==> src/rtl/display_scan_controller.sv <==
// Scans four BCD digits onto a common-anode seven-segment panel through one shared decoder,
// with a frame-coherent shadow copy, an all-off guard at each digit switch, and blank/blink masks.
module display_scan_controller #(
    parameter int REFRESH_DIV = 100000,
    parameter int GUARD       = 2,
    parameter int BLINK_DIV   = 250
) (
    input  logic        clk,
    input  logic        rst_n,
    input  logic [15:0] digits,
    input  logic [3:0]  blank,
    input  logic [3:0]  blink_en,
    output logic [3:0]  count,
    input  logic [6:0]  seg_in,
    output logic [6:0]  seg,
    output logic [3:0]  anode,
    output logic        frame
);
    localparam int RW = $clog2(REFRESH_DIV);
    localparam int GW = $clog2(GUARD + 1);
    localparam int BW = $clog2(BLINK_DIV + 1);

    localparam logic [RW-1:0] REF_LAST   = RW'(REFRESH_DIV - 1);
    localparam logic [GW-1:0] GUARD_LAST = GW'(GUARD - 1);
    localparam logic [GW-1:0] GUARD_END  = GW'(GUARD);
    localparam logic [BW-1:0] BLINK_LAST = BW'(BLINK_DIV - 1);

    logic [RW-1:0] refresh_cnt;
    logic [GW-1:0] guard_cnt;
    logic [1:0]    idx;
    logic [BW-1:0] blink_cnt;
    logic          blink_phase;
    logic [15:0]   shadow;

    logic          tick;
    logic          wrap;
    logic          in_lit;
    logic          suppressed;
    logic [1:0]    idx_nxt;
    logic [3:0]    lit_anode;

    always_comb begin
        tick       = (refresh_cnt == REF_LAST);
        wrap       = tick && (idx == 2'd3);
        idx_nxt    = idx + 2'd1;
        // guard_cnt saturates at GUARD, so this stays true for the rest of the slot
        in_lit     = (guard_cnt >= GUARD_LAST);
        suppressed = blank[idx] | (blink_en[idx] & blink_phase);
        lit_anode  = ~(4'b0001 << idx);
    end

    always_ff @(posedge clk or negedge rst_n) begin
        if (!rst_n) begin
            refresh_cnt <= '0;
            guard_cnt   <= '0;
            idx         <= 2'd0;
            blink_cnt   <= '0;
            blink_phase <= 1'b0;
            shadow      <= 16'h0000;
            count       <= 4'h0;
            anode       <= 4'b1111;
            frame       <= 1'b0;
        end else begin
            refresh_cnt <= tick ? '0 : refresh_cnt + RW'(1);
            frame       <= wrap;
            if (tick) begin
                idx       <= idx_nxt;
                guard_cnt <= '0;
                anode     <= 4'b1111;
                // On the frame boundary the fresh digit bypasses the shadow so slot 0 is never stale
                if (wrap) begin
                    shadow <= digits;
                    count  <= digits[3:0];
                end else begin
                    count  <= shadow[{idx_nxt, 2'b00} +: 4];
                end
                if (blink_cnt == BLINK_LAST) begin
                    blink_cnt   <= '0;
                    blink_phase <= ~blink_phase;
                end else begin
                    blink_cnt   <= blink_cnt + BW'(1);
                end
            end else begin
                if (guard_cnt != GUARD_END)
                    guard_cnt <= guard_cnt + GW'(1);
                if (in_lit)
                    anode <= suppressed ? 4'b1111 : lit_anode;
            end
        end
    end

    assign seg = (anode == 4'b1111) ? 7'h7F : seg_in;

endmodule

==> config.mk <==
export PLATFORM = sky130hd
export DESIGN_NAME = display_scan_controller
export DESIGN_NICKNAME = d
export VERILOG_FILES = /design/src/rtl/display_scan_controller.sv
export SDC_FILE = /design/constraint.sdc
export NUM_CORES = 1
export LEC_CHECK = 0
export ABC_CLOCK_PERIOD_IN_PS = 3600
export CAP_MARGIN = 20
export CORE_AREA = 2 2 53 104
export CTS_CLUSTER_DIAMETER = 80
export DETAILED_ROUTE_END_ITERATION = 10
export DIE_AREA = 0 0 55 106
export PLACE_DENSITY = 0.79
export SLEW_MARGIN = 0
export SYNTH_ARGS = -nofsm -noshare
export SYNTH_HDL_FRONTEND = slang
export SYNTH_SLANG_ARGS = --single-unit
export TNS_END_PERCENT = 10
==> constraint.sdc <==
create_clock -name clk -period 3.6 [get_ports clk]
set_input_delay 0.72 -clock clk [delete_from_list [all_inputs] [get_ports clk]]
set_output_delay 0.72 -clock clk [all_outputs]
set_load 0.01 [all_outputs]
* Word-level counts from Yosys, hierarchy flattened
Index checks and enable logic that the tools add are counted.
** Storage, ports and cells
- Register bits after elaboration :: 55
- Input port bits :: 33
- Logic and storage cells :: 44
** Cells by class
- Reduce and logical (&&, ||, !) cells :: 5
- Eq/ne operators :: 5
- Add/sub/neg operators :: 4
- Shifts and indexed selects :: 2
- Magnitude comparators :: 2
- Bitwise gates (word level) :: 4
- Muxes and demuxes :: 13
** Operators by type and width (count)
- adder 17 x 1 -> 17 bit (second input constant) :: 1
- equality test 17 bit (second input constant) :: 1
- two-way mux 17 bit :: 1
- two-way mux 4 bit :: 4
- indexed part select 16 x 5 -> 4 bit :: 1
- adder 8 x 1 -> 8 bit (second input constant) :: 1
- equality test 8 bit (second input constant) :: 1
- two-way mux 8 bit :: 1
- two-way mux 7 bit :: 1
- adder 2 x 1 -> 2 bit (second input constant) :: 2
- binary-select mux 1 bit (select 2 bit) :: 2
- equality test 4 bit (second input constant) :: 1
- two-way mux 2 bit :: 2
- inverter 4 bit :: 1
- AND reduction 2 bit :: 2
- nonzero test 2 bit :: 2
- << shifter 1 x 2 -> 4 bit (first input constant) :: 1
- < comparator 2 x 3 -> 1 bit (second input constant) :: 1
- equality test 2 bit (second input constant) :: 1
- greater-or-equal comparator 2 x 1 -> 1 bit (second input constant) :: 1
- two-way mux 1 bit :: 2
- inequality test 2 bit (second input constant) :: 1
- bitwise AND 1 bit :: 1
- logical AND 1 bit :: 1
- other kinds (2) :: 2

* Longest topological paths before layout
Gate-level depths: netlist (run 1).
- Word-level depth :: 7
- Gate-level depth with buffers :: 7
- Gate-level depth less buffers :: 6

* Worst setup path after synthesis (run 1)
No wires, ideal clock.
- Path type :: register to register
- Start :: register idx[0]
- End :: register count[3]
- Buffers on the path :: 1
- Data required time :: 3.474 ns
- Arrival time :: 1.658 ns
- Setup slack :: 1.816 ns
- Stages on the path, launching flop included :: 7
- Cell sequence :: dfrtp_1 -> clkbuf_1 -> inv_1 -> ha_1 -> mux4_2 -> mux2i_1 -> a21oi_1
** On the way
- Cells in the longest elaborated chain, start to end :: 3
** Ends and longest elaborated chain
- start: declaration :: line 30 : logic [1:0] idx;
- start signal: assignment :: line 67 : idx <= idx_nxt;
- adder 2 x 1 -> 2 bit :: line 45 : idx_nxt = idx + 2'd1;
- net idx_nxt[0] :: line 39 : logic [1:0] idx_nxt;
- indexed part select 16 x 5 -> 4 bit :: line 75 : count <= shadow[{idx_nxt, 2'b00} +: 4];
- two-way mux 4 bit :: line 71 : if (wrap) begin
- end signal: assignment :: line 73 : count <= digits[3:0];
- end signal: assignment :: line 75
- end: declaration :: line 13 : output logic [3:0] count,
The timed path passes the listed nets, and every way through them passes these cells.
A chain may end at the register's enable or synchronous reset.

* Worst setup path in the final report (run 1)
- Start :: register anode[2]
- End :: output port seg[6]
** On the way
- Cells in the longest elaborated chain, start to end :: 2
** Ends and longest elaborated chain
- start: declaration :: line 16 : output logic [3:0] anode,
- start signal: assignment :: line 87 : anode <= suppressed ? 4'b1111 : lit_anode;
- equality test 4 bit :: line 92 : assign seg = (anode == 4'b1111) ? 7'h7F : seg_in;
- two-way mux 7 bit :: line 92
- end: declaration :: line 15 : output logic [6:0] seg,
Every way passes these cells.

==> flow_metrics.env, run 1 <==
export IMPL_firstDrtPassIters=5
export IMPL_drc=0
export IMPL_vias=1911
export IMPL_portBuffers=48
export IMPL_routabilityCongestion=0.799
export IMPL_min_to="blink_cnt[7]"
export IMPL_synth_edf_count=0
export IMPL_cts_resized=0
export IMPL_slew_headroom=0.431
export IMPL_drv_cap=0
export IMPL_r2r_start="refresh_cnt[0]"
export IMPL_path_clk_slew_ps=90
export IMPL_ir_drop_mv=0.295
export IMPL_cts_buffers=5
export IMPL_power_density_nw_per_um2=316
export IMPL_drt_wl_total_mm=5.18
export IMPL_gr_total_overflow=0
export IMPL_critPathLaunchType="flip-flop"
export IMPL_power_frac_clock=0.319
export IMPL_drt_iter0_drc=27
export IMPL_syn_inst=232
export IMPL_r2r_end="shadow[10]"
export IMPL_p_seq_frac=0.602
export IMPL_cts_sinks=55
export IMPL_yosysSeqAreaShare=0.506
export IMPL_ant_nets=0
export IMPL_dieWidth_um=55
export IMPL_wl_per_cell_um=15.2
export IMPL_dieHeight_um=106
export IMPL_min_from="blink_cnt[7]"
export IMPL_drt_vias_per_instance=5.60
export IMPL_start_util=0.536
export IMPL_internal_power_uw=819
export IMPL_reg2reg_slack_ps=1510
export IMPL_grt_use_total=0.211
export IMPL_core_um2=5090
export IMPL_fin_util=0.655
export IMPL_post_dp_cell_area_um2=3250
export IMPL_boundaryPins=49
export IMPL_worstHoldPathType="flip-flop to flip-flop"
export IMPL_worstSetupPathType="flip-flop to output pin"
export IMPL_row_count=37
export IMPL_area_growth_pct=22.0
export IMPL_async_flop_share=1.00
export IMPL_p_sw_frac=0.221
export IMPL_die_area_um2=5830
export IMPL_drive_gt1_frac=0.141
export IMPL_cts_tree="yes"
export IMPL_combPwrFrac=0.079
export IMPL_skew_ps=8.79
export IMPL_grt_pass1_vias=2003
export IMPL_cts_setup_buffers=0
export IMPL_slew_violations=0
export IMPL_antennaDiodeCount=0
export IMPL_crit_path_top_delay_cell="dfstp_2"
export IMPL_grt_max_degree=41
export IMPL_worstPathCellList="nand4_1, nand2b_1, clkdlybuf4s50_1"
export IMPL_fin_crit_sh=0.710
export IMPL_grt_pass1_wl_mm=8.91
export IMPL_fmax_mhz=391
export IMPL_cts_root_buf="clkbuf_8"
export IMPL_synth_nets=274
export IMPL_ys_seq_elements=55
export IMPL_setup_viol=0
export IMPL_final_area_um2=3330
export IMPL_rsz0062_at_grt="false"
export IMPL_p_leak_nw=1.45
export IMPL_slowest_delay_ps=550
export IMPL_dpl_hpwl_mm=3.78
export IMPL_cp_max_fo=7
export IMPL_synth_cell_types=41
export IMPL_netSwitchingPower_uw=233
export IMPL_fin_nets=324
export IMPL_outcome="finished clean"
export IMPL_syn_avg_cell_area_um2=11.8
export IMPL_cp_arrival_ps=1840
export IMPL_antenna_found_initial=0
export IMPL_r2r_cells=5
export IMPL_cts_htree_levels=2
export IMPL_max_clock_path_buffers=2
export IMPL_critical_path_endpoint_type="output pin"
export IMPL_finalSetupTns_ps=0
export IMPL_ys_flop_type="dfrtp_1"
export IMPL_syn_area_um2=2730
export IMPL_finalHoldViolations=0
export IMPL_worst_skew_pair_late_latency_ps=320
export IMPL_tightest_slew_ps=854
export IMPL_yosys_warnings=0
export IMPL_hold_depth=1
export IMPL_postCtsHoldBufs=0
export IMPL_finalCriticalPeriod_ps=2560
export IMPL_required_ps=2880
-- critical path: cells and delay by family (launching register included) --
family | cells | cell delay [ps]
simple gates | 2 | 410
buf+inv | 1 | 550
flops | 1 | 550
-- through the flow --
step	power [mW]	instances	hold slack (ps)	setup WS, ps
3_5_place_dp	0.729	333	474	1040
3_3_place_gp	0.727	333	465	1060
5_1_grt	1.10	341	521	881
6_report	1.05	341	481	1040
2_1_floorplan	0.668	232	424	1820
4_1_cts	1.07	341	488	1010
-- registers in the layout (all words and copies together) (netlist names) --
signal	count
blink_cnt	8
shadow	16
anode	4
idx	2
count	4
blink_phase	1
frame	1
guard_cnt	2
refresh_cnt	17
-- layout by cell type, fill, tap and decap left out, drive strengths merged --
cell,count
or2,1
nand4,7
and3b,1
nand2,13
buf,2
and2,1
nor3,3
nand2b,7
o21ai,10
nor4,2
o31ai,2
o211ai,1
clkinvlp,1
a311oi,2
nor4b,2
xor2,5
nor2,21
mux2i,6
clkdlybuf4s50,47
dfstp,4
a2bb2oi,4
nand3b,1
clkinv,2
a211oi,2
nand3,9
and4b,1
ha,9
a21oi,10
mux2,16
and4,3
clkbuf,6
xnor2,12
or4,1
and3,3
dfrtp,51
mux4,4
inv,11
-- worst max-delay path by stage --
stage,startpoint,end,cells after the start
2_1_floorplan,idx[0],count[3],6
3_3_place_gp,seg_in[6],seg[6],3
3_5_place_dp,seg_in[6],seg[6],3
4_1_cts,anode[2],seg[6],3
5_1_grt,anode[2],seg[6],3
6_report,anode[2],seg[6],3
-- cell usage after synthesis, types with 4 or more instances --
master	count	area share
nand2_1	12	0.016
dfrtp_1	51	0.47
nor2_1	21	0.029
a2bb2oi_1	4	0.013
nand4_1	7	0.016
nand2b_1	7	0.016
xnor2_1	12	0.038
a21oi_1	10	0.018
dfstp_2	4	0.038
inv_1	11	0.015
ha_1	9	0.041
mux2_4	10	0.055
xor2_1	5	0.016
nand3_1	9	0.016
mux2i_1	6	0.022
o21ai_0	10	0.018
mux2_2	6	0.025
mux4_2	4	0.033
-- routing by layer --
layer | vias to the layer above | global-route usage | routed length [µm]
met5 | - | 0 | 0
met4 | 0 | 0.108 | 142
met3 | 8 | 0.0449 | 250
met2 | 52 | 0.355 | 2710
met1 | 927 | 0.238 | 2070
li1 | 924 | - | -
-- kinds of logic after synthesis --
family / after synthesis / synth area share
AO/OA/AOI/OAI: 31 / 0.0696
XOR/XNOR: 17 / 0.0545
adder cells (fa/ha/maj): 9 / 0.0412
buffers and inverters: 18 / 0.0307
flip-flops: 55 / 0.506
multiplexers: 26 / 0.135
AND/OR/NAND/NOR: 76 / 0.164
-- power groups by stage --
stage          Clock, mW  Sequential, mW  Combinational, mW
2_1_floorplan          0           0.643             0.0248
5_1_grt            0.374           0.634             0.0918
3_3_place_gp           0           0.645             0.0827
6_report           0.336           0.633             0.0827
3_5_place_dp           0           0.645             0.0841
4_1_cts            0.352           0.633             0.0844
-- area by class of cell --
class | instances | area, µm²
multi-input cells | 159 | 1270
repair buffers | 49 | 483
clock buffers | 6 | 72.6
fillers | 405 | 1760
flip-flops and latches | 55 | 1380
inverters | 12 | 45.0
clock inverters | 2 | 12.5
well taps | 58 | 72.6
Note: power is estimated with default switching activity, not from simulation.
==> run 2, diff against run 1 <==
--- a/config.mk
+++ b/config.mk
@@ -5,13 +5,13 @@
 export SDC_FILE = /design/constraint.sdc
 export NUM_CORES = 1
 export LEC_CHECK = 0
-export ABC_CLOCK_PERIOD_IN_PS = 3600
+export ABC_CLOCK_PERIOD_IN_PS = 2390
 export CAP_MARGIN = 20
-export CORE_AREA = 2 2 53 104
+export CORE_AREA = 2 2 55 108
 export CTS_CLUSTER_DIAMETER = 80
 export DETAILED_ROUTE_END_ITERATION = 10
-export DIE_AREA = 0 0 55 106
-export PLACE_DENSITY = 0.79
+export DIE_AREA = 0 0 57 110
+export PLACE_DENSITY = 0.74
 export SLEW_MARGIN = 0
 export SYNTH_ARGS = -nofsm -noshare
 export SYNTH_HDL_FRONTEND = slang
==> constraint.sdc (replaced) <==
create_clock -name clk -period 2.39 [get_ports clk]
set_input_delay 0.478 -clock clk [delete_from_list [all_inputs] [get_ports clk]]
set_output_delay 0.478 -clock clk [all_outputs]
set_load 0.01 [all_outputs]
==> run 2 against run 1 <==
  * Cell area grew 1.4%
  * Count of clock-buffer cells in the layout is the same
  * Global-route usage shrank 2.5 points
  * Wire length grew 3.5%
==> flow_metrics.env, run 2 (synthesis gave the netlist of run 1 again) <==
export IMPL_portBuffers=48
export IMPL_critPathLaunchType="flip-flop"
export IMPL_cts_sinks=55
export IMPL_critical_path_endpoint_type="output pin"
export IMPL_dieWidth_um=57
export IMPL_drt_iter0_drc=32
export IMPL_final_area_um2=3380
export IMPL_finalSetupTns_ps=0
export IMPL_rsz0062_at_grt="false"
export IMPL_r2r_start="refresh_cnt[0]"
export IMPL_slew_violations=0
export IMPL_boundaryPins=49
export IMPL_worstHoldPathType="primary input to asynchronous set/reset pin"
export IMPL_cts_htree_levels=2
export IMPL_gr_total_overflow=0
export IMPL_final_seq_area_um2=1380
export IMPL_start_util=0.504
export IMPL_cts_buffers=5
export IMPL_fillers=460
export IMPL_r2r_end="shadow[7]"
export IMPL_skew_ps=10.3
export IMPL_required_ps=1910
export IMPL_r2r_cells=5
export IMPL_dp_cells=338
export IMPL_drt_vias_per_instance=5.49
export IMPL_drv_cap=0
export IMPL_ant_nets=0
export IMPL_setup_slack_ps=177
export IMPL_cp_max_fo=7
export IMPL_wl_per_cell_um=15.5
export IMPL_holdWs_ps=272
export IMPL_final_cell_mix="dfrtp_1 (51), clkdlybuf4s50_1 (47), nor2_1 (21)"
export IMPL_final_common_cell="dfrtp_1"
export IMPL_die_area_um2=6270
export IMPL_row_count=38
export IMPL_p_leak_nw=1.48
export IMPL_core_um2=5420
export IMPL_fin_nets=328
export IMPL_power_mw=1.63
export IMPL_power_density_nw_per_um2=482
export IMPL_drive_gt1_frac=0.157
export IMPL_fin_crit_sh=0.926
export IMPL_area_growth_pct=23.7
export IMPL_setup_viol=0
export IMPL_firstDrtPassIters=4
export IMPL_antennaDiodeCount=0
export IMPL_pre_cts_ws_ps=329
export IMPL_cp_arrival_ps=1730
export IMPL_grt_max_degree=56
export IMPL_cts_root_buf="clkbuf_8"
export IMPL_cts_tree="yes"
export IMPL_largest_register_ffs=17
export IMPL_dieHeight_um=110
export IMPL_worstSetupPathType="flip-flop to output pin"
export IMPL_drt_wl_total_mm=5.36
export IMPL_tightest_slew_ps=681
export IMPL_grt_pass1_vias=1952
export IMPL_top_register="refresh_cnt"
export IMPL_grt_use_total=0.186
export IMPL_vias=1905
export IMPL_worst_skew_pair_late_latency_ps=320
export IMPL_dpl_hpwl_mm=3.87
export IMPL_post_dp_cell_area_um2=3270
export IMPL_routabilityCongestion=0.766
export IMPL_grt_pass1_wl_mm=9.09
export IMPL_fmax_mhz=452
export IMPL_antenna_found_initial=0
export IMPL_drc=0
export IMPL_fin_cells=347
export IMPL_reg2reg_slack_ps=330
export IMPL_postCtsHoldBufs=0
export IMPL_ir_drop_mv=0.490
export IMPL_finalHoldViolations=0
export IMPL_largestRegisters="refresh_cnt: 17 flops, shadow: 16 flops, blink_cnt: 8 flops"
export IMPL_fin_util=0.624
export IMPL_outcome="finished clean"
export IMPL_path_clk_slew_ps=100
export IMPL_max_clock_path_buffers=2
export IMPL_multi_input_area_um2=1270
export IMPL_finalCriticalPeriod_ps=2210
export IMPL_slew_headroom=0.546
run 2: cell count changes in the layout (fill, tap and decap cells not counted):
cell,delta
clkbuf_8,+1
clkbuf_1,-1
clkinv_2,-1
buf_4,+4
clkinv_4,+1
run 2: layer usage:
| metal | routed length (µm) | GRT usage | up-vias |
|---|---|---|---|
| met5 | 0 | 0 | - |
| met4 | 105 | 0.0880 | 0 |
| met3 | 215 | 0.0350 | 7 |
| met2 | 2840 | 0.327 | 42 |
| met1 | 2200 | 0.216 | 933 |
| li1 | - | - | 923 |
run 2: critical path: stages, from the launching register on:
cell,delay [ps]
dfstp_2,560
nand4_1,90
buf_4,160
nand2b_1,70
clkdlybuf4s50_1,530
run 2: layout make-up:
| cell class | instances | area share |
|---|---|---|
| Inverter | 12 | 0.0133 |
| Tap cell | 60 | 0.0222 |
| Sequential cell | 55 | 0.409 |
| Clock buffer | 6 | 0.0244 |
| Clock inverter | 2 | 0.00481 |
| Timing Repair Buffer | 53 | 0.152 |
| Multi-Input combinational cell | 159 | 0.375 |
run 2: where the power goes:
group	leakage [nW]	switching (mW)	total, mW	internal [mW]
logic	0.753	0.0425	0.127	0.0840
clock network	0.0474	0.311	0.548	0.237
registers	0.677	0.00806	0.953	0.945
total	1.48	0.361	1.63	1.27
run 2: worst max-delay path by stage:
stage               endpoint  cells past startpoint  startpoint
CTS                   seg[6]                      3    anode[2]
global route          seg[4]                      4    anode[0]
floorplan           count[3]                      6      idx[0]
finish                seg[4]                      4    anode[0]
global placement      seg[2]                      3   seg_in[2]
detailed placement    seg[2]                      3   seg_in[2]
run 2: repair_timing:
action | 4_1_cts | 5_1_grt
resized for setup | 0 | 0
endpoints found under the setup margin | 0 | 7
setup buffers | 0 | 1
==> run 3, diff against run 2 <==
--- a/config.mk
+++ b/config.mk
@@ -5,12 +5,13 @@
 export SDC_FILE = /design/constraint.sdc
 export NUM_CORES = 1
 export LEC_CHECK = 0
-export ABC_CLOCK_PERIOD_IN_PS = 2390
+export ABC_CLOCK_PERIOD_IN_PS = 2100
 export CAP_MARGIN = 20
 export CORE_AREA = 2 2 55 108
 export CTS_CLUSTER_DIAMETER = 80
 export DETAILED_ROUTE_END_ITERATION = 10
 export DIE_AREA = 0 0 57 110
+export MAX_ROUTING_LAYER = met4
 export PLACE_DENSITY = 0.74
 export SLEW_MARGIN = 0
 export SYNTH_ARGS = -nofsm -noshare
==> constraint.sdc (replaced) <==
create_clock -name clk -period 2.1 [get_ports clk]
set_input_delay 0.42 -clock clk [delete_from_list [all_inputs] [get_ports clk]]
set_output_delay 0.42 -clock clk [all_outputs]
set_load 0.01 [all_outputs]
==> run 3 against run 2 <==
  * Sequential power is 13% higher
  * Non-clock buffer count grew 5
  * Die area unchanged
  * Via count is 1.5% higher
  * Total power is 20% higher
  * Critical path depth rose by 1
  * Cell area up 1.4%
  * Critical path type is now flip-flop to flip-flop
  * Critical endpoint is now shadow[9]
  * Largest cell class unchanged
  * Largest power group unchanged
==> flow_metrics.env, run 3 (synthesis gave the netlist of run 1 again) <==
export IMPL_slew_headroom=0.686
export IMPL_rsz0062_at_grt="false"
export IMPL_vias=1934
export IMPL_top_register="refresh_cnt"
export IMPL_slowest_delay_ps=400
export IMPL_setup_slack_ps=152
export IMPL_p_leak_nw=1.51
export IMPL_cts_htree_levels=2
export IMPL_power_frac_clock=0.371
export IMPL_cp_arrival_ps=2150
export IMPL_finalCriticalPeriod_ps=1950
export IMPL_drt_iter0_drc=36
export IMPL_required_ps=2300
export IMPL_routabilityCongestion=0.804
export IMPL_antennaDiodeCount=0
export IMPL_p_seq_frac=0.556
export IMPL_drt_wl_total_mm=5.48
export IMPL_finalSetupTns_ps=0
export IMPL_postCtsHoldBufs=0
export IMPL_largestRegisters="refresh_cnt: 17 flops, shadow: 16 flops, blink_cnt: 8 flops"
export IMPL_setup_viol=0
export IMPL_skew_ps=9.65
export IMPL_final_cell_mix="dfrtp_1 (51), clkdlybuf4s50_1 (40), nor2_1 (21)"
export IMPL_critical_path_endpoint_type="flip-flop"
export IMPL_grt_pass1_wl_mm=9.29
export IMPL_fin_nets=333
export IMPL_cp_max_fo=16
export IMPL_slew_violations=0
export IMPL_cts_tree="yes"
export IMPL_row_count=38
export IMPL_die_area_um2=6270
export IMPL_boundaryPins=49
export IMPL_portBuffers=48
export IMPL_ant_nets=0
export IMPL_p_sw_frac=0.203
export IMPL_drv_cap=0
export IMPL_cts_sinks=55
export IMPL_worstPathCellList="ha_1, and4_1, and4_4, nand2_4, mux2_4"
export IMPL_grt_max_degree=22
export IMPL_dpl_hpwl_mm=3.99
export IMPL_cts_buffers=5
export IMPL_wl_per_cell_um=15.6
export IMPL_worst_skew_pair_late_latency_ps=320
export IMPL_power_density_nw_per_um2=570
export IMPL_largest_register_ffs=17
export IMPL_final_common_cell="dfrtp_1"
export IMPL_core_um2=5420
export IMPL_worstHoldPathType="primary input to asynchronous set/reset pin"
export IMPL_fin_crit_sh=0.927
export IMPL_ir_drop_mv=0.577
export IMPL_grt_use_total=0.198
export IMPL_combPwrFrac=0.073
export IMPL_tightest_slew_ps=471
export IMPL_internal_power_mw=1.55
export IMPL_holdWs_ps=38.8
export IMPL_drc=0
export IMPL_antenna_found_initial=0
export IMPL_critPathLaunchType="flip-flop"
export IMPL_drive_gt1_frac=0.171
export IMPL_drt_vias_per_instance=5.49
export IMPL_outcome="finished clean"
export IMPL_firstDrtPassIters=4
export IMPL_cts_root_buf="clkbuf_8"
export IMPL_max_clock_path_buffers=2
export IMPL_gr_total_overflow=0
export IMPL_dieWidth_um=57
export IMPL_finalHoldViolations=0
export IMPL_start_util=0.504
export IMPL_path_clk_slew_ps=100
export IMPL_netSwitchingPower_uw=397
export IMPL_area_growth_pct=25.5
export IMPL_dieHeight_um=110
export IMPL_pre_cts_ws_ps=146
export IMPL_crit_path_top_delay_cell="dfrtp_1"
export IMPL_fmax_mhz=513
export IMPL_grt_pass1_vias=2016
export IMPL_worstSetupPathType="flip-flop to flip-flop"
## run 3: cell count changes in the layout (fill, tap and decap cells not counted)
| cell | delta |
|---|---|
| clkdlybuf4s50_1 | -7 |
| clkinv_2 | +1 |
| dlygate4sd2_1 | +7 |
| clkinvlp_4 | -1 |
| buf_4 | +5 |
| clkinv_4 | -1 |
| bufinv_16 | +1 |
## run 3: metrics by stage
stage	instances	util	instance area (µm²)	power (mW)
after floorplan	232	-	2730	1.15
after global placement	343	0.611	3310	1.25
final	352	0.632	3430	1.95
after detailed placement	343	0.611	3310	1.25
after global routing	352	0.632	3430	2.03
after CTS	352	0.632	3430	1.98
## run 3: what timing repair did
item	CTS	global route
gates resized for setup	7	0
buffers inserted	1	0
setup endpoints to repair	7	0
## run 3: routing by layer
layer  part of all wire  up-vias  global-route usage
li1                   -      938                   -
met1               0.40      932               0.214
met2               0.53       53               0.344
met3              0.045       11              0.0397
met4              0.023        0              0.0930
met5                  0        -                   -
## run 3: final cells by class
| class | count | area (µm²) |
|---|---|---|
| Fill cell | 450 | 1990 |
| Sequential cell | 55 | 1380 |
| Multi-Input combinational cell | 159 | 1270 |
| Timing Repair Buffer | 58 | 542 |
| Clock buffer | 6 | 82.6 |
| Tap cell | 60 | 75.1 |
| Inverter | 12 | 45.0 |
| Clock inverter | 2 | 35.0 |
## run 3: power by group through the flow
stage / registers (mW) / logic [mW] / clock network, mW
floorplan: 1.10 / 0.0426 / 0
global placement: 1.11 / 0.146 / 0
detailed placement: 1.11 / 0.148 / 0
CTS: 1.09 / 0.145 / 0.750
global route: 1.09 / 0.156 / 0.785
finish: 1.08 / 0.142 / 0.725
## run 3: worst max-delay path: cells and delay by family, from the launching register on
family                     cells  cell delay (ps)
and+or+nand+nor                3              860
DFF                            1              400
muxes                          1              340
adders and majority gates      1              220
## run 3: final timing paths
| check | start | to | slack, ps | cells past startpoint |
|---|---|---|---|---|
| max in group asynchronous | rst_n | anode[3] | 1370 | 2 |
| max reg2reg | refresh_cnt[0] | shadow[9] | 150 | 5 |
| min reg2reg | blink_cnt[7] | blink_cnt[7] | 480 | 1 |
| min | rst_n | blink_cnt[2] | 40 | 1 |
| max | refresh_cnt[0] | shadow[9] | 150 | 5 |
| min in group clk | blink_cnt[7] | blink_cnt[7] | 480 | 1 |
